$ cat src/rtl/lm_sm_seq_pkg.sv
// Shared types and constants for the LM/SM sequencer.
// Holds the state encoding, list/register widths and micro-op type encoding.
package lm_sm_seq_pkg;

    localparam int DATA_W = 16;
    localparam int LIST_W = 8;
    localparam int REG_W  = 3;
    localparam int CNT_W  = REG_W + 1;

    typedef enum logic {
        IDLE = 1'b0,
        SEQ  = 1'b1
    } state_e;

    typedef enum logic {
        UOP_LOAD  = 1'b0,
        UOP_STORE = 1'b1
    } uop_typ_e;

    // popcount(v) > 1 without an adder tree
    function automatic logic more_than_one(input logic [LIST_W-1:0] v);
        return (v & (v - LIST_W'(1))) != '0;
    endfunction

endpackage

$ cat src/rtl/lm_sm_seq_if.sv
// Bundle between the ID/RR stage and the LM/SM sequencer.
// master: pipeline side (drives instruction/stall/flush); slave: sequencer.
// illegal_list exists only when LMSM_ZERO_LIST_TRAP_EN is defined.
interface lm_sm_seq_if;
    import lm_sm_seq_pkg::*;

    logic              valid_rr;
    logic              is_lm_rr;
    logic              is_sm_rr;
    logic [LIST_W-1:0] list_rr;
    logic [DATA_W-1:0] base_addr;
    logic              stall_in;
    logic              flush;
    logic              stall_up;
    logic              uop_valid;
    logic              uop_load;
    logic              uop_store;
    logic [REG_W-1:0]  uop_reg;
    logic [DATA_W-1:0] uop_addr;
    logic              uop_last;
    logic              busy;
`ifdef LMSM_ZERO_LIST_TRAP_EN
    logic              illegal_list;
`endif

    modport master (
`ifdef LMSM_ZERO_LIST_TRAP_EN
        input  illegal_list,
`endif
        output valid_rr, is_lm_rr, is_sm_rr, list_rr, base_addr,
        output stall_in, flush,
        input  stall_up, uop_valid, uop_load, uop_store,
        input  uop_reg, uop_addr, uop_last, busy
    );

    modport slave (
`ifdef LMSM_ZERO_LIST_TRAP_EN
        output illegal_list,
`endif
        input  valid_rr, is_lm_rr, is_sm_rr, list_rr, base_addr,
        input  stall_in, flush,
        output stall_up, uop_valid, uop_load, uop_store,
        output uop_reg, uop_addr, uop_last, busy
    );

endinterface

$ cat src/rtl/lm_sm_seq_lsb_pri_enc.sv
// Lowest-set-bit encoder: index, found flag and one-hot of the lowest 1.
// Ports: v (in), idx/found/onehot (out); purely combinational.
module lsb_pri_enc
    import lm_sm_seq_pkg::*;
#(
    parameter int W  = LIST_W,
    parameter int IW = REG_W
) (
    input  logic [W-1:0]  v,
    output logic [IW-1:0] idx,
    output logic          found,
    output logic [W-1:0]  onehot
);

    assign found  = |v;
    assign onehot = v & (~v + W'(1));

    // scan downward so the lowest set bit is written last
    always_comb begin
        idx = '0;
        for (int i = W - 1; i >= 0; i--) begin
            if (v[i]) idx = IW'(i);
        end
    end

endmodule

$ cat src/rtl/lm_sm_seq.sv
// LM/SM sequencer: expands a register list into one memory uop per set bit.
// Ports: clk, rst (async, active-high), bus (lm_sm_seq_if.slave).
// Optional LMSM_ZERO_LIST_TRAP_EN adds bus.illegal_list for empty lists.
module lm_sm_seq
    import lm_sm_seq_pkg::*;
(
    input  logic       clk,
    input  logic       rst,
    lm_sm_seq_if.slave bus
);

    state_e            state;
    uop_typ_e          typ;
    uop_typ_e          iss_typ;
    logic [LIST_W-1:0] rem;
    logic [DATA_W-1:0] base;
    logic [CNT_W-1:0]  cnt;

    logic [LIST_W-1:0] enc_in;
    logic [LIST_W-1:0] enc_oh;
    logic [LIST_W-1:0] enc_rest;
    logic [REG_W-1:0]  enc_idx;
    logic              enc_found;
    logic              is_seq;
    logic              accept;
    logic              multi;
    logic              issue;
    logic [DATA_W-1:0] iss_addr;

    logic              uop_valid_q;
    logic              uop_load_q;
    logic              uop_store_q;
    logic              uop_last_q;
    logic [REG_W-1:0]  uop_reg_q;
    logic [DATA_W-1:0] uop_addr_q;

    assign is_seq = (state == SEQ);

    // one encoder serves both the fresh list and the remaining list
    assign enc_in = is_seq ? rem : bus.list_rr;

    lsb_pri_enc #(
        .W  (LIST_W),
        .IW (REG_W)
    ) u_enc (
        .v      (enc_in),
        .idx    (enc_idx),
        .found  (enc_found),
        .onehot (enc_oh)
    );

    assign enc_rest = enc_in & ~enc_oh;
    assign multi    = more_than_one(enc_in);

    assign accept = !rst && !is_seq && bus.valid_rr
                 && (bus.is_lm_rr || bus.is_sm_rr)
                 && !bus.stall_in && !bus.flush;

    assign issue = (accept && enc_found)
                || (is_seq && !bus.stall_in);

    assign iss_typ = is_seq ? typ
                   : (bus.is_sm_rr ? UOP_STORE : UOP_LOAD);

    // addresses are compacted: k-th transfer goes to base + k
    assign iss_addr = is_seq ? base + DATA_W'(cnt)
                    : bus.base_addr;

    // rst gate keeps stall_up low while reset is held with a valid ID/RR
    assign bus.stall_up = !rst && !bus.flush
        && ((accept && multi) || (is_seq && (multi || bus.stall_in)));

    always_ff @(posedge clk or posedge rst) begin
        if (rst) begin
            state       <= IDLE;
            typ         <= UOP_LOAD;
            rem         <= '0;
            base        <= '0;
            cnt         <= '0;
            uop_valid_q <= 1'b0;
            uop_load_q  <= 1'b0;
            uop_store_q <= 1'b0;
            uop_last_q  <= 1'b0;
            uop_reg_q   <= '0;
            uop_addr_q  <= '0;
        end else if (bus.flush) begin
            state       <= IDLE;
            rem         <= '0;
            uop_valid_q <= 1'b0;
            uop_last_q  <= 1'b0;
        end else if (issue) begin
            state       <= (enc_rest != '0) ? SEQ : IDLE;
            typ         <= iss_typ;
            rem         <= enc_rest;
            cnt         <= is_seq ? cnt + CNT_W'(1) : CNT_W'(1);
            if (!is_seq) base <= bus.base_addr;
            uop_valid_q <= 1'b1;
            uop_load_q  <= (iss_typ == UOP_LOAD);
            uop_store_q <= (iss_typ == UOP_STORE);
            uop_last_q  <= (enc_rest == '0);
            uop_reg_q   <= enc_idx;
            uop_addr_q  <= iss_addr;
        end else if (!is_seq) begin
            uop_valid_q <= 1'b0;
            uop_last_q  <= 1'b0;
        end
    end

`ifdef LMSM_ZERO_LIST_TRAP_EN
    logic illegal_q;

    always_ff @(posedge clk or posedge rst) begin
        if (rst) begin
            illegal_q <= 1'b0;
        end else begin
            illegal_q <= accept && !enc_found;
        end
    end

    assign bus.illegal_list = illegal_q;
`endif

    assign bus.uop_valid = uop_valid_q;
    assign bus.uop_load  = uop_load_q;
    assign bus.uop_store = uop_store_q;
    assign bus.uop_last  = uop_last_q;
    assign bus.uop_reg   = uop_reg_q;
    assign bus.uop_addr  = uop_addr_q;
    assign bus.busy      = is_seq;

endmodule

$ cat src/flat_wrapper.sv
// flat-port wrapper written by rule: the top's interface ports become plain ports
module lm_sm_seq_flat import lm_sm_seq_pkg::*;
  (clk, rst, bus_valid_rr, bus_is_lm_rr, bus_is_sm_rr, bus_list_rr, bus_base_addr, bus_stall_in, bus_flush, bus_stall_up, bus_uop_valid, bus_uop_load, bus_uop_store, bus_uop_reg, bus_uop_addr, bus_uop_last, bus_busy);
  lm_sm_seq_if bus_i ();
  input  logic clk;
  input  logic rst;
  input wire logic [$bits(bus_i.valid_rr)-1:0] bus_valid_rr;
  input wire logic [$bits(bus_i.is_lm_rr)-1:0] bus_is_lm_rr;
  input wire logic [$bits(bus_i.is_sm_rr)-1:0] bus_is_sm_rr;
  input wire logic [$bits(bus_i.list_rr)-1:0] bus_list_rr;
  input wire logic [$bits(bus_i.base_addr)-1:0] bus_base_addr;
  input wire logic [$bits(bus_i.stall_in)-1:0] bus_stall_in;
  input wire logic [$bits(bus_i.flush)-1:0] bus_flush;
  output wire logic [$bits(bus_i.stall_up)-1:0] bus_stall_up;
  output wire logic [$bits(bus_i.uop_valid)-1:0] bus_uop_valid;
  output wire logic [$bits(bus_i.uop_load)-1:0] bus_uop_load;
  output wire logic [$bits(bus_i.uop_store)-1:0] bus_uop_store;
  output wire logic [$bits(bus_i.uop_reg)-1:0] bus_uop_reg;
  output wire logic [$bits(bus_i.uop_addr)-1:0] bus_uop_addr;
  output wire logic [$bits(bus_i.uop_last)-1:0] bus_uop_last;
  output wire logic [$bits(bus_i.busy)-1:0] bus_busy;
  assign bus_i.valid_rr = bus_valid_rr;
  assign bus_i.is_lm_rr = bus_is_lm_rr;
  assign bus_i.is_sm_rr = bus_is_sm_rr;
  assign bus_i.list_rr = bus_list_rr;
  assign bus_i.base_addr = bus_base_addr;
  assign bus_i.stall_in = bus_stall_in;
  assign bus_i.flush = bus_flush;
  assign bus_stall_up = bus_i.stall_up;
  assign bus_uop_valid = bus_i.uop_valid;
  assign bus_uop_load = bus_i.uop_load;
  assign bus_uop_store = bus_i.uop_store;
  assign bus_uop_reg = bus_i.uop_reg;
  assign bus_uop_addr = bus_i.uop_addr;
  assign bus_uop_last = bus_i.uop_last;
  assign bus_busy = bus_i.busy;
  lm_sm_seq u_core (.clk(clk), .rst(rst), .bus(bus_i));
endmodule
$ cat config.mk
export PLATFORM = sky130hd
export DESIGN_NAME = lm_sm_seq_flat
export DESIGN_NICKNAME = d
export VERILOG_FILES = /design/src/rtl/lm_sm_seq_pkg.sv /design/src/rtl/lm_sm_seq_if.sv /design/src/rtl/lm_sm_seq_lsb_pri_enc.sv /design/src/rtl/lm_sm_seq.sv /design/src/flat_wrapper.sv
export SDC_FILE = /design/constraint.sdc
export NUM_CORES = 1
export LEC_CHECK = 0
export CORE_ASPECT_RATIO = 1.1
export CORE_MARGIN = 1.5
export CORE_UTILIZATION = 52
export DETAILED_ROUTE_END_ITERATION = 7
export PLACE_DENSITY = 0.84
export SYNTH_ARGS = -nofsm -noshare
export SYNTH_HDL_FRONTEND = slang
export SYNTH_SLANG_ARGS = --single-unit
$ cat constraint.sdc
create_clock -name clk -period 3.5 [get_ports clk]
set_clock_uncertainty 0.15 [all_clocks]
set_input_delay 0.7 -clock clk [delete_from_list [all_inputs] [get_ports clk]]
set_output_delay 0.7 -clock clk [all_outputs]
set_load 0.02 [all_outputs]
# Word level (Yosys, flattened, before mapping)
# Cells that the tools add are included.
# classes
muxes	23
bitwise	8
n_reduce_logical	26
n_eq_ne	1
add_sub_neg	4
# op_table
op	n
$and 8x8->8	3
$mux 3	8
$mux 8	3
$add 16x4->16	1
$mux 16	1
$not 8->8	2
$reduce_bool 8->1	2
$logic_and 1x1->1	11
$mux 1	10
$add 8x1->8 const B	1
$logic_not 8->1	1
$reduce_or 8->1	1
$sub 8x1->8 const B	1
$add 4x1->4 const B	1
$logic_not 1->1	4
$logic_or 1x1->1	4
$mux 4	1
$ne 3x3->1 const B	1
$not 1->1	3
$reduce_and 3->1	1
$reduce_and 2->1	1
$reduce_bool 2->1	1
# totals
wordCells	72
output_inout_bits	25
in_bits	31
reg_bits	52

# Logic depth before layout (Yosys ltp)
# Gate-level depths: netlist of the first run.
# logic_depth
depth_word	10
depth_mapped	8
ltp_nobuf	8

# Cells and area by module
# Synthesis of the first run repeated with hierarchy kept, for this count alone.
# hier_totals
hier_cells	322
hier_area_um2	2937.8
# modules_own_cells
mod	area_per_inst_um2	seq_area_each_um2	cells_each	n_inst
lm_sm_seq	2798.9	1301.2	299	1
lsb_pri_enc	138.9	0.0	23	1

# Worst setup path before layout of the first run
# No wires, ideal clock.
# synth_timing
path_kind	in2out
startpoint	input port rst
endpoint	output port bus_stall_up
slack_ps	316
required_time_ps	2650
stages	3
n_path_buf	0
arrival_time_ps	2334
cell_sequence	inv_1 -> o211ai_1 -> o21ba_1
# synth_via
elab_chain_cells	9
word_cells_on_any_way	10
classes_between	reduce/logical (10)
# synth_lines
element	line	source
from (decl)	flat_wrapper.sv:6	input logic rst;
$logic_not 1->1 *	lm_sm_seq.sv:55, lm_sm_seq.sv:70	
$logic_and 1x1->1 (2 in a row)	lm_sm_seq.sv:55	assign accept = !rst && !is_seq && bus.valid_rr
$logic_and 1x1->1	lm_sm_seq.sv:56	&& (bus.is_lm_rr || bus.is_sm_rr)
$logic_and 1x1->1 (2 in a row)	lm_sm_seq.sv:57	&& !bus.stall_in && !bus.flush;
$logic_and 1x1->1	lm_sm_seq.sv:71	&& ((accept && multi) || (is_seq && (multi || bus.stall_in)));
$logic_or 1x1->1	lm_sm_seq.sv:71	
$logic_and 1x1->1 *	lm_sm_seq.sv:71	
to (decl)	flat_wrapper.sv:14	output wire logic [$bits(bus_i.stall_up)-1:0] bus_stall_up;
# Mark *: on every way between the ends. The rest lies on a longest branch, timed or not.

# Final worst setup path of the first run
# layout_timing
startpoint	input port bus_list_rr[1]
endpoint	output port bus_stall_up
# layout_via
elab_chain_cells	8
word_cells_on_any_way	9
classes_between	add/sub (1); mux (1); bitwise (1); reduce/logical (6)
# layout_lines
element	line	source
from (decl)	flat_wrapper.sv:10	input wire logic [$bits(bus_i.list_rr)-1:0] bus_list_rr;
$mux 8 *	lm_sm_seq.sv:40	assign enc_in = is_seq ? rem : bus.list_rr;
$sub 8x1->8	lm_sm_seq_pkg.sv:22	return (v & (v - LIST_W'(1))) != '0;
$and 8x8->8 *	lm_sm_seq_pkg.sv:22	
$reduce_bool 8->1 *	lm_sm_seq_pkg.sv:22	
$logic_or 1x1->1	lm_sm_seq.sv:71	
$logic_and 1x1->1	lm_sm_seq.sv:71	
$logic_or 1x1->1 *	lm_sm_seq.sv:71	
$logic_and 1x1->1 *	lm_sm_seq.sv:71	
# Marks and branches as above.

==> results.toml, run 1 <==
[route]
routed_via_density = 5.73
dr.first_iter.drc_count = 199
route.detailed.drc = 0
dr.max_layer_used = "met4"
detailroute.via_count = 2704
routed_wire_length_per_instance_um = 14.9
m1WireLength_mm = 2.97
detailroute.wirelength.met3_um = 336
detailroute.wirelength.met2_mm = 3.61
route.antenna.remaining_nets = 0
wire_length_after_detailed_routing_mm = 7.04
detailedRoute.firstPassIterationCount = 5

[critical_path]
worst-path-max-fanout = 3
worstPathArrival_ps = 2600
ordered_list_of_cells_on_the_worst_path = "clkdlybuf4s50_1 > or3_4 > a222oi_1 > buf_4 > maj3_2 > a22oi_1 > o21ba_1 > buf_4"
path_buf_inv = 3
critPathCaptureType = "primary output"
path_common_cell = "buf_4"
critical-path-top-delay-family = "buffers and inverters"
critical_path.startpoint_type = "input port"
cp.required_ps = 2650
timing.critical_path.slowest_stage_cell = "clkdlybuf4s50_1"
crit_path_max_incr_delay_ps = 420
timing_worst_setup_path_type = "input port to primary output"
timing.reg2reg.setup_slack_ps = 750

[sta]
finalCriticalPeriod_ps = 3450
max_slew_margin_pct = 51.2
finalCritPeriodShare_pct = 98.6
hold_viol_final = 0
fmax_mhz = 290
slew_violations = 0
setup_viol_count_final = 0
worst-slew-pin-transition_ps = 724

[clocking]
clock_latency_ps = 310
clock_tree.htree_level_count = 2
cts_clk_pin_slew_worst_paths_ps = 90
cts_made_buffers = 5
clock_tree.root_cell = "clkbuf_8"
clock_path_buffers = 2
cts_tree = "built"
tritoncts_num_sinks = 51
cts_hold_repair.buffers = 0

[global_routing]
grt_antenna_before_repair = 0
global_route_wire_length_before_repair_mm = 11.8
grt.total_usage_pct = 25.8
global_route.overflow_total = 0
maximum_number_of_pins_on_one_net_before_global_route_repair = 52
via_count_of_the_first_global_routing_pass = 2656

[pwr]
power_density_mw_per_mm2 = 479
p_leak_nw = 1.66
max-vdd-ir-drop_v = 0.000284

[cells_and_area]
layout.filler_cells = 444
multiInputGateArea_mm2 = 0.00147
post-route-cell-area_mm2 = 0.00378
ff_latch_area_mm2 = 0.00128
layoutNonFillerInstCount = 472
final_layout_size_suffix_gt1_share_pct = 11.6
num-nets-final = 433
final_core_utilization_pct = 70.9
syn2layout_area_growth_pct = 32.1
diodes = 0

[yosys]
synth.yosys.seq_area_share_pct = 44.6
synth-edff-count = 0
synth_cell_type_count = 55
yosysTopAreaCellShare_pct = 44.6
synthesis.instances = 319
asr_flop_ratio_synth_pct = 100
ys_warn_count = 0
synthesis.area_mm2 = 0.00286
synth.largest_area_cell = "dfrtp_1"
synthesis.area_per_instance_um2 = 8.96
synth_ff_type = "dfrtp_1"
ys_ff_latch = 51
synth.area.top_cells = "dfrtp_1 45%, nand2_1 8.8%, o211ai_1 4.7%, nand3_1 4.6%, xor2_1 3.4%"
syn_nets = 356

[outcome]
outcome = "finished, final reports clean"

[min_path]
min_path_type = "register to register"

[floorplanning]
placeableCoreArea_mm2 = 0.00533
floorplan.die_area_mm2 = 0.00595
effective_utilization_at_floorplan_pct = 53.7
die_width_um = 73.7
floorplan.io_pins = 56
rows = 28
dieHeight_um = 80.8

[placement]
numPortBuffers = 55
postPlaceCellArea_mm2 = 0.00365
gp_congestion = 0.935
place.detailed.instances = 462
place.detailed.hpwl_mm = 5.23

[run]
timing.max_cap.violations = 0
[cells in the final DEF, fill, tap and decap left out, types with 2 or more instances in the layout]
cell and n:
nor2b_1 5, nand2_1 67, a21o_1 3, o311ai_1 2, a211oi_1 3, nor2_1 8, o21ai_0 12, o221ai_1 2
inv_1 12, o21ai_1 5, clkbuf_8 7, or3_4 2, clkdlybuf4s50_1 54, or3b_1 3, buf_4 30, nor3_1 5
and3_1 2, dfrtp_1 51, o211ai_1 18, a21oi_1 9, xor2_1 11, a32o_1 3, nand3_1 26, o31ai_1 5
and2_1 5, a22oi_1 3, nand4_1 5, ha_1 5, xnor2_1 2, a22o_1 3, or3_1 2
[routing by layer]
| layer | GRT usage [%] | vias to the layer above |
|---|---|---|
| met4 | 8.33 | 0 |
| met1 | 32.1 | 1306 |
| li1 | - | 1314 |
| met5 | 0 | - |
| met3 | 4.59 | 12 |
| met2 | 45.1 | 72 |
[timing repair]
action,in CTS,in global routing
setup buffers,0,2
pin swaps,1,2
gates resized for setup,4,3
endpoints found under the setup margin,1,1
endpoints found under the hold margin,0,0
[area by class of cell]
| type | count | share of cell area [%] |
|---|---|---|
| flip-flops and latches | 51 | 33.8 |
| well taps | 75 | 2.49 |
| multi-input cells | 240 | 38.9 |
| repair buffers | 85 | 20.8 |
| inverters | 13 | 1.29 |
| clock buffers | 7 | 2.55 |
| clock inverters | 1 | 0.199 |
[worst paths after layout]
kind	from	endpoint	cells after the start
max in group asynchronous	rst	u_core.base[12]	3
max	bus_list_rr[1]	bus_stall_up	8
min	u_core.base[3]	u_core.base[3]	2
min in group asynchronous	rst	u_core.bus.uop_last	3
max reg2reg	u_core.bus.busy	u_core.bus.busy	6
min reg2reg	u_core.base[3]	u_core.base[3]	2
[power by group]
group | leakage, nW | switching, W | internal [W]
Sequential | 0.658 | 0.0000965 | 0.000715
Combinational | 0.949 | 0.000307 | 0.000313
Clock | 0.0505 | 0.000197 | 0.000180
[through the flow]
step	setup slack, ps	power, W	TNS (ps)	hold slack [ps]
after floorplan	316	0.00115	0	300
after global placement	-325	0.00142	-325	316
after detailed placement	-330	0.00144	-330	330
after CTS	41.4	0.00181	0	348
after global routing	-9.26	0.00192	-9.26	387
final	48.8	0.00181	0	355
[logic make-up after synthesis]
group                      share of synthesized area [%]
and+or+nand+nor                                     22.4
AOI/OAI and AO/OA                                   21.1
DFF                                                 44.6
buffers and inverters                               4.38
xor gates and xnor gates                            3.98
adders and majority gates                           3.24
muxes                                              0.350
[worst reg2reg max path: stages (launching register included)]
cell and delay, ps:
dfrtp_1 590, buf_4 280, or3b_1 390, a22oi_1 290
a21o_1 410, nand2_1 230, a32o_1 290
[Yosys cell counts (6+ instances only)]
| cell type | number |
|---|---|
| xor2_1 | 11 |
| inv_1 | 13 |
| a21oi_1 | 10 |
| buf_2 | 7 |
| o21ai_0 | 12 |
| nor2_1 | 8 |
| nand2_1 | 67 |
| dfrtp_1 | 51 |
| o211ai_1 | 18 |
| clkbuf_1 | 6 |
| nand3_1 | 26 |
Note: power is estimated with default switching activity, not from simulation.
==> run 2: changes to the inputs <==
TNS_END_PERCENT = 20   (was unset)
==> results of run 2 <==
Final layout, timing and power as in run 1 (identical DEF).
